[config.mk]
export PLATFORM = sky130hd
export DESIGN_NAME = cpu_param
export DESIGN_NICKNAME = d
export VERILOG_FILES = /design/src/rtl/cpu_param.sv
export SDC_FILE = /design/constraint.sdc
export NUM_CORES = 1
export LEC_CHECK = 0
export CAP_MARGIN = 20
export CORE_MARGIN = 3
export CORE_UTILIZATION = 40
export CTS_BUF_LIST = sky130_fd_sc_hd__clkbuf_8 sky130_fd_sc_hd__clkbuf_16
export CTS_CLUSTER_SIZE = 16
export DETAILED_ROUTE_END_ITERATION = 7
export PLACE_DENSITY_LB_ADDON = 0.15
export SLEW_MARGIN = 20
export SYNTH_ARGS = -nofsm -noshare
export SYNTH_HDL_FRONTEND = slang
export SYNTH_SLANG_ARGS = --single-unit
[constraint.sdc]
create_clock -name clk -period 5.1 [get_ports clk]
set_input_delay 0.51 -clock clk [delete_from_list [all_inputs] [get_ports clk]]
set_output_delay 0.51 -clock clk [all_outputs]
set_load 0.005 [all_outputs]
[src/rtl/cpu_param.sv]
// cpu_param: multi-cycle 16-bit load/store CPU, eight registers, C result register, Z/N/V flags.
// Ports: clk, rst_n (async active-low); start_pc boot address; mem_req/mem_we/mem_addr/mem_wdata/
//        mem_rdata/mem_ack memory handshake; out = C register; halted = HALT or ERR; err = ERR.
// Config: define CPU_PARAM_BRANCH_EN to add conditional branches on opcode 001 (otherwise 001 is illegal).
module cpu_param #(
    parameter int          ADDR_W   = 8,
    parameter logic [15:0] REG_INIT = 16'h0000
) (
    input  logic              clk,
    input  logic              rst_n,
    input  logic [ADDR_W-1:0] start_pc,
    output logic              mem_req,
    output logic              mem_we,
    output logic [ADDR_W-1:0] mem_addr,
    output logic [15:0]       mem_wdata,
    input  logic [15:0]       mem_rdata,
    input  logic              mem_ack,
    output logic [15:0]       out,
    output logic              halted,
    output logic              err
);

    localparam logic [3:0] S_RESET  = 4'd0;
    localparam logic [3:0] S_FETCH  = 4'd1;
    localparam logic [3:0] S_DECODE = 4'd2;
    localparam logic [3:0] S_READ   = 4'd3;
    localparam logic [3:0] S_ALU    = 4'd4;
    localparam logic [3:0] S_MEM    = 4'd5;
    localparam logic [3:0] S_WB     = 4'd6;
    localparam logic [3:0] S_HALT   = 4'd7;
    localparam logic [3:0] S_ERR    = 4'd8;

    logic [3:0]        state;
    logic              boot;     // RESET lingers one extra cycle after rst_n rises
    logic [ADDR_W-1:0] pc;
    logic [15:0]       ir;
    logic [15:0]       opa;      // Rn operand
    logic [15:0]       opb;      // shifted Rm, or imm5 for LDR/STR
    logic [15:0]       c;
    logic [15:0]       mdr;
    logic [15:0]       regs [0:7];
    logic              flag_z, flag_n, flag_v;

    // Instruction fields
    logic [2:0]  op, rn, rd, rm;
    logic [1:0]  alu, sh;
    logic [15:0] imm8_sx, imm5_sx;

    assign op      = ir[15:13];
    assign alu     = ir[12:11];
    assign rn      = ir[10:8];
    assign rd      = ir[7:5];
    assign sh      = ir[4:3];
    assign rm      = ir[2:0];
    assign imm8_sx = {{8{ir[7]}}, ir[7:0]};
    assign imm5_sx = {{11{ir[4]}}, ir[4:0]};

    logic is_movi, is_movr, is_arith, is_cmp, is_ldr, is_str, is_halt, is_legal;

    assign is_movi  = (op == 3'b110) && (alu == 2'b10);
    assign is_movr  = (op == 3'b110) && (alu == 2'b00);
    assign is_arith = (op == 3'b101);                 // ADD / CMP / AND / MVN
    assign is_cmp   = is_arith && (alu == 2'b01);
    assign is_ldr   = (op == 3'b011) && (alu == 2'b00);
    assign is_str   = (op == 3'b100) && (alu == 2'b00);
    assign is_halt  = (op == 3'b111);
    assign is_legal = is_movi | is_movr | is_arith | is_ldr | is_str | is_halt;

    function automatic logic [15:0] shift_op(input logic [15:0] v, input logic [1:0] code);
        case (code)
            2'b01:   shift_op = {v[14:0], 1'b0};
            2'b10:   shift_op = {1'b0, v[15:1]};
            2'b11:   shift_op = {v[15], v[15:1]};
            default: shift_op = v;
        endcase
    endfunction

    logic [15:0] diff;
    logic [15:0] alu_res;

    assign diff = opa - opb;

    // ADD result doubles as the LDR/STR effective address.
    always_comb begin
        alu_res = opa + opb;
        if (is_movr) begin
            alu_res = opb;
        end else if (is_arith) begin
            case (alu)
                2'b01:   alu_res = diff;
                2'b10:   alu_res = opa & opb;
                2'b11:   alu_res = ~opb;
                default: alu_res = opa + opb;
            endcase
        end
    end

`ifdef CPU_PARAM_BRANCH_EN
    logic is_br, br_taken;

    assign is_br = (op == 3'b001) && (rn <= 3'd4);

    always_comb begin
        br_taken = 1'b0;
        case (rn)
            3'd0:    br_taken = 1'b1;
            3'd1:    br_taken = flag_z;
            3'd2:    br_taken = ~flag_z;
            3'd3:    br_taken = flag_n ^ flag_v;
            3'd4:    br_taken = flag_z | (flag_n ^ flag_v);
            default: br_taken = 1'b0;
        endcase
    end
`else
    // Without branches nothing consumes the flags; they are still kept architecturally.
    logic unused_flags;
    assign unused_flags = flag_z ^ flag_n ^ flag_v;
`endif

    // Single synchronous register-file write port, active only in WB.
    logic        wr_en;
    logic [2:0]  wr_idx;
    logic [15:0] wr_dat;

    always_comb begin
        wr_en  = (state == S_WB);
        wr_idx = rd;
        wr_dat = c;
        if (is_movi) begin
            wr_idx = rn;
            wr_dat = imm8_sx;
        end else if (is_ldr) begin
            wr_dat = mdr;
        end
    end

    always_ff @(posedge clk or negedge rst_n) begin
        if (!rst_n) begin
            for (int i = 0; i < 8; i++) regs[i] <= REG_INIT;
        end else if (wr_en) begin
            regs[wr_idx] <= wr_dat;
        end
    end

    always_ff @(posedge clk or negedge rst_n) begin
        if (!rst_n) begin
            state  <= S_RESET;
            boot   <= 1'b0;
            pc     <= '0;
            ir     <= 16'h0;
            opa    <= 16'h0;
            opb    <= 16'h0;
            c      <= 16'h0;
            mdr    <= 16'h0;
            flag_z <= 1'b0;
            flag_n <= 1'b0;
            flag_v <= 1'b0;
        end else begin
            case (state)
                S_RESET: begin
                    pc   <= start_pc;
                    boot <= 1'b1;
                    if (boot) state <= S_FETCH;
                end
                S_FETCH: begin
                    if (mem_ack) begin
                        ir    <= mem_rdata;
                        state <= S_DECODE;
                    end
                end
                S_DECODE: begin
                    pc <= pc + ADDR_W'(1);
                    if (is_halt) begin
                        state <= S_HALT;
                    end else if (is_movi) begin
                        state <= S_WB;
`ifdef CPU_PARAM_BRANCH_EN
                    end else if (is_br) begin
                        if (br_taken) pc <= pc + ADDR_W'(1) + ADDR_W'(imm8_sx);
                        state <= S_FETCH;
`endif
                    end else if (is_legal) begin
                        state <= S_READ;
                    end else begin
                        state <= S_ERR;
                    end
                end
                S_READ: begin
                    opa   <= regs[rn];
                    opb   <= (is_ldr || is_str) ? imm5_sx : shift_op(regs[rm], sh);
                    state <= S_ALU;
                end
                S_ALU: begin
                    c <= alu_res;
                    if (is_cmp) begin
                        flag_z <= (diff == 16'h0);
                        flag_n <= diff[15];
                        flag_v <= (opa[15] ^ opb[15]) & (diff[15] ^ opa[15]);
                        state  <= S_FETCH;
                    end else if (is_ldr || is_str) begin
                        state <= S_MEM;
                    end else begin
                        state <= S_WB;
                    end
                end
                S_MEM: begin
                    if (mem_ack) begin
                        mdr   <= mem_rdata;
                        state <= is_ldr ? S_WB : S_FETCH;
                    end
                end
                S_WB:    state <= S_FETCH;
                S_HALT:  state <= S_HALT;
                S_ERR:   state <= S_ERR;
                default: state <= S_ERR;
            endcase
        end
    end

    // Memory outputs decode straight from state so reset drops them immediately.
    assign mem_req   = (state == S_FETCH) || (state == S_MEM);
    assign mem_we    = (state == S_MEM) && is_str;
    assign mem_addr  = (state == S_FETCH) ? pc :
                       (state == S_MEM)   ? c[ADDR_W-1:0] : '0;
    assign mem_wdata = mem_we ? regs[rd] : 16'h0;
    assign out       = c;
    assign halted    = (state == S_HALT) || (state == S_ERR);
    assign err       = (state == S_ERR);

endmodule
==> results.yml, run 1 <==
power:
  power.density_mw_per_mm2: 463
  max-vdd-ir-drop_mv: 0.247
  leakagePower_nw: 6.95
  power_mw: 7.58
sta:
  timing.fmax_ghz: 0.263
  tightest_slew_ps: 1100
  hold-worst-slack_ps: -13.7
  grt_setup_unrepaired: "false"
  timing.setup.tns_ps: 0
  fin_ws_ps: 1300
  fin_crit_ps: 3800
  relSlewSlack_pct: 26.8
  slew_viol_final: 0
  post-route-period-util_pct: 74.4
  setup_viol: 0
  hold_viol_final: 3
  fin_skew_ps: 36.6
setup_path:
  worstSetupEndpoint: "mem_wdata[0]"
  timing.rr.start: "ir[12]"
  crit_path_max_fanout: 17
  rr_endpoint: "regs[36]"
  reg2regPathDepth: 5
  arrival_ps: 3290
  crit_required_ps: 4590
  crit_path_start: "state[1]"
  crit_type: "reg -> out"
  end_kind: "output pin"
  r2r_slack_ps: 1700
  cp-start-kind: "register"
global_route:
  grt_pass1_vias: 11200
  antenna_found_initial: 0
  grt_overflow: 0
  grt.total_usage_pct: 23.6
  grt_max_degree: 104
  grt_pass1_wl_mm: 70.3
cts:
  path_clk_slew_ps: 60
  cts_hold_buf: 0
  htree_num_levels: 1
  cts_setup_buffers: 0
  cts_buffers: 27
  cts_tree: "built"
  ctsResizeCount: 0
  clockBufferDepth: 3
  cts_sinks: 221
  clockRootBuffer: "clkbuf_16"
  worstSkewPairLatency_ps: 570
detailed_routing:
  drt_wl_total_mm: 45.5
  avgRoutedWirePerCell_um: 25.1
  num_vias: 11100
  first_pass_iters: 7
  antenna_left: 0
  drcViolationCount: 0
  vias_per_cell: 6.12
  drt-initial-drc-count: 1020
synthesis:
  netlist_area_sq_mm: 0.0145
  synth_area_leaders: "dfrtp_1 38%, mux4_2 15%, mux2_2 13%"
  ys.flop_type: "dfrtp_1"
  seq_area_frac_synth_pct: 38.2
  synth_cells: 1307
  synthMuxAreaShare_pct: 32.1
  synth_top_family_by_area: "multiplexers"
  synth_top_area_share_pct: 38.2
  synth_xor_area_share_pct: 0.302
  synth.avg_cell_area_sq_um: 11.1
  synthDistinctLibCells: 68
  synth-compound-area-share_pct: 12.2
  synth-seq-cells: 221
  synthesis.nets: 1369
  synth-adder-area-share_pct: 3.13
  yosysMostFrequentCell: "dfrtp_1"
  synth_async_sr_flop_share_pct: 100
  synth_top_cell_by_area: "dfrtp_1"
  synth_common_cells: "221 x dfrtp_1, 164 x mux2_2, 139 x nand2_1"
  ys.warnings.count: 0
  synth-edff-count: 0
  synthSimpleGateAreaFrac_pct: 9.66
place:
  portBuffers: 70
  hpwl_mm: 30.2
  dp_slack_ps: 1770
  gp_congestion: 0.909
  dpl-instance-area_sq_mm: 0.0155
  dp.cells: 1762
outcome:
  violations: "hold timing"
  run_status: "finished, violations left"
floorplanning:
  row_count: 69
  start_util_pct: 40.6
  io_pins: 71
  coreArea_sq_mm: 0.0357
  die_w_um: 196
  die-area_sq_mm: 0.0385
  chipHeight_um: 196
run:
  maxCapViolations: 0
cells_and_area:
  drive_gt1_share_pct: 27.0
  multiInputGateArea_sq_mm: 0.00833
  nNetsFinal: 1392
  fill_cells: 3327
  syn2layout_area_growth_pct: 13.2
  antenna_cells: 0
  stdcell_count: 1810
  fin_area_sq_mm: 0.0164
  utilization_pct: 46.0
  final-seq-area_sq_mm: 0.00553
hold_path:
  min_path_type: "in -> async"
## kinds of logic (layout without fill, tap and decap cells)
kind of cell / Yosys count / count (layout)
fa+ha+maj: 35 / 35
flops: 221 / 221
simple gates: 304 / 304
mux: 319 / 319
buf+inv: 144 / 186
compound gates: 279 / 279
xor+xnor: 5 / 5
## metal layers
| layer | part of all wire (%) | up-vias | GRT usage (%) |
|---|---|---|---|
| met5 | 0 | - | 0 |
| met4 | 2.2 | 0 | 5.15 |
| met3 | 6.1 | 70 | 3.25 |
| met2 | 47 | 370 | 38.2 |
| met1 | 45 | 5687 | 34.0 |
| li1 | - | 4958 | - |
## placed cells by master (no fill, tap or decap), types with 14 or more instances in the layout
| cell type | instances |
|---|---|
| dfrtp_1 | 218 |
| mux2_2 | 164 |
| nand2_1 | 139 |
| mux4_2 | 96 |
| o21ai_0 | 89 |
| nor2_1 | 69 |
| clkdlybuf4s50_1 | 69 |
| a21oi_1 | 64 |
| mux2i_1 | 49 |
| inv_1 | 48 |
| ha_1 | 33 |
| clkbuf_16 | 27 |
| buf_4 | 24 |
| a31oi_1 | 23 |
| nor3_1 | 19 |
| o221ai_1 | 18 |
| nand3_1 | 14 |
## where the power goes
group / switching, mW / internal (mW) / total (mW) / leakage, nW
logic: 1.85 / 1.26 / 3.12 / 3.48
registers: 0.515 / 2.02 / 2.54 / 3.01
clock network: 0.785 / 1.14 / 1.93 / 0.460
## state kept, by name, summed over array words and instances, names as in the netlist, 4 cells and up
register  cells
opb          16
regs        128
ir           16
pc            8
opa          16
mdr          16
out          16
state         4
## worst min-delay path by stage
stage / cells after the start / from / to / slack [ps]
finish: 1 / rst_n / regs[67] / -10
global route: 1 / rst_n / regs[67] / 70
CTS: 1 / rst_n / regs[67] / 50
detailed placement: 1 / boot / boot / 460
global placement: 1 / boot / boot / 470
floorplan: 0 / rst_n / boot / 210
## worst max-delay path, stage by stage, from the launching register on
cell and delay (ps):
dfrtp_1 580, inv_1 280, nand3_1 390, inv_1 300
nand4_1 130, buf_4 290, a21oi_1 230, clkdlybuf4s50_1 540
## layout make-up
type                            count  area share (%)
Clock inverter                     15           0.756
Tap cell                          461            3.52
Multi-Input combinational cell    942            50.9
Clock buffer                       33            4.63
Timing Repair Buffer               95            5.47
Inverter                           43           0.985
Sequential cell                   221            33.8
Power figures use the tool's default switching activity.
==> run 2, diff against run 1 <==
clock period = 3.4 ns   (was 5.1 ns; I/O delays follow)
==> results.yml, run 2 (synthesis results as in run 1) <==
sta:
  tightest_slew_ps: 1030
  fin_ws_ps: 228
  setup_viol: 0
  relSlewSlack_pct: 31.3
  grt_setup_unrepaired: "false"
  slew_viol_final: 0
  post-route-period-util_pct: 93.3
  fin_skew_ps: 21.0
  timing.setup.tns_ps: 0
  hold_viol_final: 0
  fin_crit_ps: 3170
  timing.fmax_ghz: 0.315
cts:
  cts_sinks: 221
  clockRootBuffer: "clkbuf_16"
  ctsResizeCount: 0
  htree_num_levels: 1
  cts_setup_buffers: 0
  clockBufferDepth: 3
  cts_tree: "built"
  cts_buffers: 27
  cts_hold_buf: 1
  path_clk_slew_ps: 60
  worstSkewPairLatency_ps: 570
setup_path:
  crit_type: "reg -> out"
  cp-start-kind: "register"
  timing.rr.start: "opb[7]"
  crit_path_start: "state[3]"
  arrival_ps: 2830
  end_kind: "output pin"
  crit_required_ps: 3060
  crit_path_max_fanout: 17
global_route:
  grt_pass1_vias: 11000
  grt-busiest-layer: "met2"
  antenna_found_initial: 1
  grt_pass1_wl_mm: 69.0
  grt_max_degree: 99
  grt_overflow: 0
  grt_use_met3_pct: 3.13
  grt_use_met1_pct: 33.5
  grt.total_usage_pct: 23.1
  grtUsageMet2_pct: 37.0
power:
  power.density_mw_per_mm2: 692
  max-vdd-ir-drop_mv: 0.379
  leakagePower_nw: 7.11
cells_and_area:
  stdcell_count: 1839
  largest_register_ff_count: 128
  final-seq-area_sq_mm: 0.00553
  regMostFlops: "regs"
  antenna_cells: 0
  multiInputGateArea_sq_mm: 0.00832
  drive_gt1_share_pct: 28.0
  final_cell_mix: "218 x dfrtp_1, 164 x mux2_2, 139 x nand2_1"
  layout.cells.most_common: "dfrtp_1"
  syn2layout_area_growth_pct: 14.8
  fill_cells: 3310
  nNetsFinal: 1422
outcome:
  run_status: "complete, no violations"
floorplanning:
  start_util_pct: 40.6
  io_pins: 71
  die_w_um: 196
  coreArea_sq_mm: 0.0357
  row_count: 69
  chipHeight_um: 196
  die-area_sq_mm: 0.0385
place:
  gp_congestion: 0.906
  hpwl_mm: 31.4
  portBuffers: 70
  dp_slack_ps: 601
  dp.cells: 1791
detailed_routing:
  first_pass_iters: 6
  antenna_left: 0
  drt_wl_total_mm: 44.4
  num_vias: 11100
  drt-initial-drc-count: 857
  drcViolationCount: 0
  avgRoutedWirePerCell_um: 24.1
  vias_per_cell: 6.05
run:
  maxCapViolations: 0
hold_path:
  worstHoldStart: "mem_rdata[7]"
  min_path_type: "in -> reg"
-- run 2: cell types whose count changed in the layout (fill, tap and decap cells not counted), moves of 2 or more --
cell / change
buf_12: +4
buf_4: +26
clkinv_2: -3
inv_1: +2
-- run 2: per-layer routing --
layer / vias to the layer above / wire [um]
met3: 69 / 2090
met4: 2 / 1060
met2: 302 / 20800
met1: 5736 / 20500
met5: - / 13
li1: 5022 / -
-- run 2: report_power, final --
group          internal, mW  total (mW)  switching (mW)
registers              3.03        3.66           0.627
clock network          1.65        2.84            1.19
logic                  2.04        5.00            2.96
-- run 2: metrics by stage --
| step | power, mW | area, sq um | utilization, % | hold slack, ps |
|---|---|---|---|---|
| after detailed placement | 8.69 | 15700 | 44.2 | 432 |
| final | 11.5 | 16600 | 46.6 | 393 |
| after floorplan | 6.80 | 14500 | - | 44.4 |
| after CTS | 11.6 | 16600 | 46.6 | 386 |
| after global placement | 8.68 | 15700 | 44.2 | 433 |
| after global routing | 12.2 | 16600 | 46.6 | 406 |
-- run 2: layout make-up --
type,instances,area share (%)
multi-input cells,942,50.0
inverters,43,0.971
repair buffers,125,7.04
well taps,461,3.47
clock inverters,14,0.662
flip-flops and latches,221,33.3
clock buffers,33,4.56
-- run 2: path summary, 6_finish.rpt --
check                                end  slack [ps]  depth (start not counted)
setup reg to reg                 out[13]         560                          9
hold reg to reg                     boot         500                          1
min in group asynchronous        regs[3]         400                          2
max in group asynchronous        mdr[11]        2100                          3
hold / removal                     ir[7]         390                          3
setup / recovery           mem_wdata[15]         230                          8
-- run 2: worst max-delay path, cell delays in order, from the launching register on --
cell             delay, ps
dfrtp_1                450
inv_1                  160
nand3_1                 90
buf_4                  190
inv_1                  120
nand4_1                120
buf_4                  260
a21oi_1                300
clkdlybuf4s50_1        580
==> run 3, diff against run 2 <==
HOLD_SLACK_MARGIN = 0.15   (was default)
==> results of run 3 <==
No change in the layout: final DEF, timing and power equal those of run 2.
